## config.mk

```make
export PLATFORM = sky130hd
export DESIGN_NAME = countdown_timer
export DESIGN_NICKNAME = d
export VERILOG_FILES = /design/src/rtl/countdown_timer.sv
export SDC_FILE = /design/constraint.sdc
export NUM_CORES = 1
export LEC_CHECK = 0
export ABC_AREA = 1
export ABC_CLOCK_PERIOD_IN_PS = 3600
export BUFFER_PORTS_ARGS = -buffer_cell sky130_fd_sc_hd__buf_2
export CAP_MARGIN = 40
export CORE_UTILIZATION = 50
export CTS_CLUSTER_DIAMETER = 80
export DETAILED_ROUTE_END_ITERATION = 10
export PLACE_DENSITY = 0.71
export SYNTH_ARGS = -nofsm -noshare
export SYNTH_HDL_FRONTEND = slang
export SYNTH_SLANG_ARGS = --single-unit
export TNS_END_PERCENT = 100
```

## constraint.sdc

```tcl
create_clock -name clk -period 3.6 [get_ports clk]
set_clock_uncertainty 0.05 [all_clocks]
set_input_delay 0.72 -clock clk [delete_from_list [all_inputs] [get_ports clk]]
set_output_delay 0.72 -clock clk [all_outputs]
set_load 0.01 [all_outputs]
```

## src/rtl/countdown_timer.sv

```systemverilog
// Programmable down-counter: loads over a valid/ready handshake, decrements
// once per PRESCALE clocks, pulses 'expired' at terminal count, sets sticky irq.
module countdown_timer #(
  parameter int WIDTH    = 8,
  parameter int PRESCALE = 1
) (
  input  logic             clk,
  input  logic             rst,
  input  logic             load_valid,
  output logic             load_ready,
  input  logic [WIDTH-1:0] load_value,
  input  logic             start,
  input  logic             pause,
  input  logic             stop,
  input  logic             mode_periodic,
  input  logic             irq_clear,
  output logic [WIDTH-1:0] count_out,
  output logic             busy,
  output logic             expired,
  output logic             irq
);

  localparam int            PW         = (PRESCALE > 1) ? $clog2(PRESCALE) : 1;
  localparam logic [PW-1:0] PRESC_LAST = PW'(PRESCALE - 1);

  typedef enum logic [1:0] {
    IDLE   = 2'd0,
    RUN    = 2'd1,
    PAUSED = 2'd2,
    DONE   = 2'd3
  } state_t;

  state_t            state, state_next;
  logic [WIDTH-1:0]  count_next;
  logic [WIDTH-1:0]  reload, reload_next;
  logic [PW-1:0]     presc, presc_next;
  logic              mode, mode_next;
  logic              expired_next;
  logic              irq_next;

  logic              open_state;
  logic [WIDTH-1:0]  start_src;
  logic              tick;
  logic              at_one;

  assign open_state = (state == IDLE) || (state == DONE);
  assign load_ready = open_state;
  assign busy       = (state == RUN) || (state == PAUSED);

  // A restart from DONE re-arms from the stored reload value, since the
  // visible count has already run down to zero.
  assign start_src  = (state == DONE) ? reload : count_out;
  assign tick       = (state == RUN) && (presc == PRESC_LAST);
  assign at_one     = (count_out == WIDTH'(1));

  // NOTE: every next-state variable gets its hold value first, so no path
  // through the decision chain below can leave one unassigned (no latches).
  always_comb begin
    state_next   = state;
    count_next   = count_out;
    reload_next  = reload;
    presc_next   = presc;
    mode_next    = mode;
    expired_next = 1'b0;
    // The cycle in which expired is high also counts as a set, so a clear
    // arriving alongside the pulse cannot win.
    irq_next     = expired | (irq & ~irq_clear);

    if (stop) begin
      state_next = IDLE;
      presc_next = '0;
    end else if (load_valid && open_state) begin
      reload_next = load_value;
      count_next  = load_value;
      state_next  = IDLE;
    end else if (start && open_state) begin
      if (start_src != '0) begin
        count_next = start_src;
        state_next = RUN;
        presc_next = '0;
        mode_next  = mode_periodic;
      end
    end else if (start && (state == PAUSED)) begin
      state_next = RUN;
    end else if (pause && (state == RUN)) begin
      state_next = PAUSED;
    end else if (state == RUN) begin
      if (tick) begin
        presc_next = '0;
        if (at_one) begin
          expired_next = 1'b1;
          irq_next     = 1'b1;
          if (mode) begin
            count_next = reload;
          end else begin
            count_next = '0;
            state_next = DONE;
          end
        end else if (count_out != '0) begin
          count_next = count_out - WIDTH'(1);
        end
      end else begin
        presc_next = presc + PW'(1);
      end
    end
  end

  // NOTE: state registers use non-blocking assignments so every flop samples
  // the pre-edge values computed above, independent of statement order.
  always_ff @(posedge clk or posedge rst) begin
    if (rst) begin
      state     <= IDLE;
      count_out <= '0;
      reload    <= '0;
      presc     <= '0;
      mode      <= 1'b0;
      expired   <= 1'b0;
      irq       <= 1'b0;
    end else begin
      state     <= state_next;
      count_out <= count_next;
      reload    <= reload_next;
      presc     <= presc_next;
      mode      <= mode_next;
      expired   <= expired_next;
      irq       <= irq_next;
    end
  end

endmodule
```

==> metrics, run 1 <==
CTS clk-pin slew, worst paths=0.08 ns; n_diodes=0; Clock Sink Count=22; CTS tree=done; fmax=433.0 MHz; Core Box Area=3442 um^2; die height=63.04 um; P per Cell Area=862.7 nW/um^2; first-pass GRT wire length=7521 um; vias in the first global route=1719; dpl cell area=2033 um^2; Hold Crit Class=input port to async pin; number of flops mapped to enable cells by yosys=0; Pwr Total=0.001790 W; unrepaired setup endpoints after global routing=false; cts repair resizes=0; Mean Syn Cell Area=6.607 um^2; Worst EP arrival=2.46 ns; Peak VDD IR=0.4295 mV; post-DP HPWL=3384 um; Pre-antenna DRT Iters=4; CP max stage cell=dfrtp_1; Final setup violation count=0; GRT met2 Usage=40.32%; Port-buffer cells=27; Avg WL per Cell=12.20 um; Hold Vio Cnt, Final=0; crit-path cells=inv_1 -> ha_1 -> nand2_1 -> inv_1 -> nand2_1 -> inv_1 -> nand3_4 -> nand2_1 -> nor2_4 -> nand2_1 -> nand2_1; syn nets=304; CP max FO=12; hold_ws=0.3790 ns; Leakage=1.165 nW; Cells after Synth=282; num ports=28; Distinct cells, synth=32; Via density=5.034; largest area contributor in the netlist=dfrtp_1; Die Wd=63.04 um; area grow syn2layout=11.35%; pin count of the biggest net entering global routing=15; DRT iter0 DRCs=113; Fin Setup TNS=0 ns; routing usage on met1=30.77%; gpl congestion=0.8670; grt total ovfl=0; mapped cell area=1863 um^2; WS Path Type=flop to flop; share of layout cells above drive strength 1=19.87%; final wirelength=4307 um; sequential area share after synthesis=29.55%; Ys Warns=0; met3 GRT Util=4.380%; final instance area=2074 um^2; Initial Util=54.13%; vias=1777; Slew HR=65.52%; die footprint=3974 um^2; final max-slew violation count=0; Rows=21; Worst path most repeated cell=nand2_1; DRC viols=0; final worst path period share=64.15%; Async S/R FF share, synth=100.0%; deepest clock path buffer count=2; R2R depth=11; Max-cap violations=0; commonest cells in the synthesized netlist=nand2_1, inv_1, dfrtp_1; Worst Max-Slew Pin Slew=0.5154 ns; status=completed; Nets=331; Synth area leaders=dfrtp_1, nand2_1, inv_1; Routed Antenna Nets=0; busiest layer in global routing=met2; CTS root buf=clkbuf_8; # hold bufs at CTS=0; H-tree Lvls=1; initial antenna violation count=0; Total GRT Usage=24.27%; Yosys top cell area share=29.55%; slowest stage delay, CP=0.42 ns; Startpoint Class=flop; total CTS buffers=3; Seq cells post-synth=22; CP required=3.75 ns; most frequent cell after synthesis=nand2_1; Primary FF master, synth=dfrtp_1; Skew-Pair Late Insertion Delay=0.27 ns; crit path capture type=flop; minimum clock period=2.309 ns; setup bufs post-CTS=0
## cell families after synthesis
group           count (synthesis)  synth area share [%]
compound gates                 19                 5.910
xor+xnor                        2                0.9404
fa+ha+maj                       6                 4.029
buf+inv                        45                 10.21
flops                          22                 29.55
simple gates                  188                 49.36
## through the flow
stage	util [%]	worst slack (ns)	cells
after floorplan	-	1.892	282
after global placement	58.42	1.319	348
after detailed placement	59.07	1.345	350
after CTS	60.27	1.320	353
after global routing	60.27	1.071	353
final	60.27	1.291	353
## worst paths after layout
path / from / to / slack [ns]
max: state[0] / count_out[3] / 1.29
min: rst / reload[4] / 0.38
max reg2reg: state[0] / count_out[3] / 1.29
min reg2reg: expired / irq / 0.43
max in group asynchronous: rst / count_out[3] / 2.68
min in group clk: expired / irq / 0.43
## worst max-delay path, delay by kind of cell, from the launching register on
family / cells / cell delay, ns
flops: 1 / 0.42
buf+inv: 3 / 0.41
fa+ha+maj: 1 / 0.33
simple gates: 7 / 1.01
## cell type report
cell class	instances	area (um^2)
clock buffer	3	41.29
tap	46	57.56
timing repair buffer	29	157.7
sequential	22	550.5
inverter	38	145.1
multi-input combinational	215	1122
fill	346	1368
## power breakdown
part	internal, W	switching [W]	leakage (nW)	total [W]
clock	0.0000748	0.0000775	0.0216	0.000152
combinational	0.000403	0.000762	0.865	0.00116
sequential	0.000349	0.000124	0.278	0.000472
## state kept, by name, indices dropped and copies added (netlist names)
name / cells
expired: 1
count_out: 8
mode: 1
irq: 1
reload: 8
presc: 1
state: 2
## routing by layer
metal  vias up  share of wire [%]
met4         0                2.8
met1       770                 45
met5         -                  0
met2        68                 45
met3        15                6.5
li1        924                  -
## layout by cell type (no fill, tap or decap), types with 6 or more instances in the layout
master,n
ha_1,6
nor2_1,10
o21ai_0,12
nand3_1,21
nand2_2,6
nand2_1,126
dfrtp_1,22
inv_1,31
buf_2,27
No activity file was read; power rests on OpenSTA's default activity.
==> run 2, diff against run 1 <==
--- a/config.mk
+++ b/config.mk
@@ -6,13 +6,13 @@
 export NUM_CORES = 1
 export LEC_CHECK = 0
 export ABC_AREA = 1
-export ABC_CLOCK_PERIOD_IN_PS = 3600
+export ABC_CLOCK_PERIOD_IN_PS = 1890
 export BUFFER_PORTS_ARGS = -buffer_cell sky130_fd_sc_hd__buf_2
 export CAP_MARGIN = 40
 export CORE_UTILIZATION = 50
 export CTS_CLUSTER_DIAMETER = 80
 export DETAILED_ROUTE_END_ITERATION = 10
-export PLACE_DENSITY = 0.71
+export PLACE_DENSITY = 0.74
 export SYNTH_ARGS = -nofsm -noshare
 export SYNTH_HDL_FRONTEND = slang
 export SYNTH_SLANG_ARGS = --single-unit
==> constraint.sdc (replaced) <==
create_clock -name clk -period 1.89 [get_ports clk]
set_clock_uncertainty 0.05 [all_clocks]
set_input_delay 0.378 -clock clk [delete_from_list [all_inputs] [get_ports clk]]
set_output_delay 0.378 -clock clk [all_outputs]
set_load 0.01 [all_outputs]
==> metrics, run 2 (synthesized netlist as in run 1, its figures left out) <==
R2R depth=13; initial antenna violation count=0; Cells after DPL=360; crit path capture type=flop; Fin Setup TNS=0 ns; CTS root buf=clkbuf_8; Clock Sink Count=22; area grow syn2layout=18.94%; Initial Util=54.13%; CTS tree=done; DRC viols=0; Pre-antenna DRT Iters=4; Startpoint Class=flop; minimum clock period=1.762 ns; Skew-Pair Late Insertion Delay=0.26 ns; Avg WL per Cell=12.46 um; final worst path period share=93.25%; Total GRT Usage=25.50%; die footprint=3974 um^2; first-pass GRT wire length=7948 um; CP bufs+invs=2; grt total ovfl=0; status=completed; H-tree Lvls=1; final instance area=2216 um^2; Port-buffer cells=27; Slew HR=72.52%; fin cells=365; share of layout cells above drive strength 1=25.08%; unrepaired setup endpoints after global routing=false; post-DP HPWL=3510 um; final wirelength=4547 um; Rows=21; CP max FO=10; Core Box Area=3442 um^2; deepest clock path buffer count=2; slowest stage delay, CP=0.40 ns; Hold Crit Class=input port to async pin; CTS clk-pin slew, worst paths=0.08 ns; CP startpoint=state[0]; commonest cells after routing, fill and taps aside=nand2_1, inv_1, buf_2; multi-input logic area=1159 um^2; fmax=567.4 MHz; P per Cell Area=1678 nW/um^2; Max-cap violations=0; Leakage=1.226 nW; dpl cell area=2113 um^2; pin count of the biggest net entering global routing=23; commonest non-fill, non-tap cell in the layout=nand2_1; CP required=2.04 ns; number of fill cells=340; critical path's top delay family=simple AND/OR/NAND/NOR gates; DRT iter0 DRCs=129; Worst Max-Slew Pin Slew=0.4122 ns; num ports=28; Nets=342; gpl congestion=0.9377; Peak VDD IR=0.8671 mV; CP max stage cell=dfrtp_1; Pwr Total=0.003718 W; Die Wd=63.04 um; hold_ws=0.08699 ns; n_diodes=0; Reg2Reg Setup Slack=0.13 ns; Final setup violation count=0; Worst EP arrival=1.91 ns; FF/Latch Area=551.8 um^2; vias in the first global route=1750; die height=63.04 um; Largest regs=count_out x8, reload x8, state x2; Worst path most repeated cell=nand2_1; Hold Vio Cnt, Final=0; FF-to-FF End=state[1]; total CTS buffers=3; # hold bufs at CTS=0; WS Path Type=flop to flop; Routed Antenna Nets=0; crit-path cells=buf_4 -> ha_4 -> inv_6 -> nand2_1 -> nand2_1 -> nand2_1 -> nor2_4 -> nand2_2 -> nor2_2 -> nand2_2 -> nand2_1 -> nand2_1 -> nand2_1; vias=1851; reg-to-reg startpoint=state[0]; Via density=5.071; final max-slew violation count=0
run 2: cell types whose count changed in the layout (fill, tap and decap cells not counted), moves of 2 or more:
cell     before  now
buf_4         1   12
ha_1          6    4
ha_4          0    2
nand2_1     126  124
nand2_2       6    8
run 2: per-layer routing:
| metal | part of all wire (%) | global-route usage, % |
|---|---|---|
| met1 | 47 | 35.05 |
| met2 | 47 | 40.86 |
| met4 | 1.2 | 9.012 |
| met3 | 4.6 | 3.102 |
| met5 | 0 | 0 |
run 2: area by class of cell:
cell class              instances  share of cell area [%]
clock buffers                   4                   2.484
inverters                      38                   6.663
multi-input cells             215                   52.29
flip-flops and latches         22                   24.90
well taps                      46                   2.597
repair buffers                 40                   11.07
run 2: worst min-delay path: stages:
cell,delay [ns]
buf_2,0.09
inv_1,0.04
buf_4,0.28
run 2: through the flow:
| stage | worst slack (ns) | util [%] |
|---|---|---|
| 3_5_place_dp | 0.02654 | 61.40 |
| 2_1_floorplan | 0.1816 | - |
| 4_1_cts | 0.002034 | 63.00 |
| 6_report | 0.1276 | 64.38 |
| 3_3_place_gp | 0.08718 | 61.40 |
| 5_1_grt | 0.006578 | 64.38 |
run 2: how the worst max path moves through the flow:
stage | endpoint | slack, ns | depth (start not counted)
floorplan | count_out[2] | 0.18 | 12
finish | state[1] | 0.13 | 13
CTS | state[0] | 0.002 | 10
global route | count_out[7] | 0.007 | 12
global placement | state[0] | 0.09 | 10
detailed placement | state[0] | 0.03 | 10
run 2: timing repair:
| item | CTS | global route |
|---|---|---|
| endpoints found under the setup margin | 0 | 12 |
| setup buffers | 0 | 1 |
| resized for setup | 0 | 9 |
run 2: power by group:
group | switching, W | internal [W] | total (W)
logic | 0.00153 | 0.000945 | 0.00247
clock network | 0.000150 | 0.000185 | 0.000335
registers | 0.000244 | 0.000665 | 0.000908
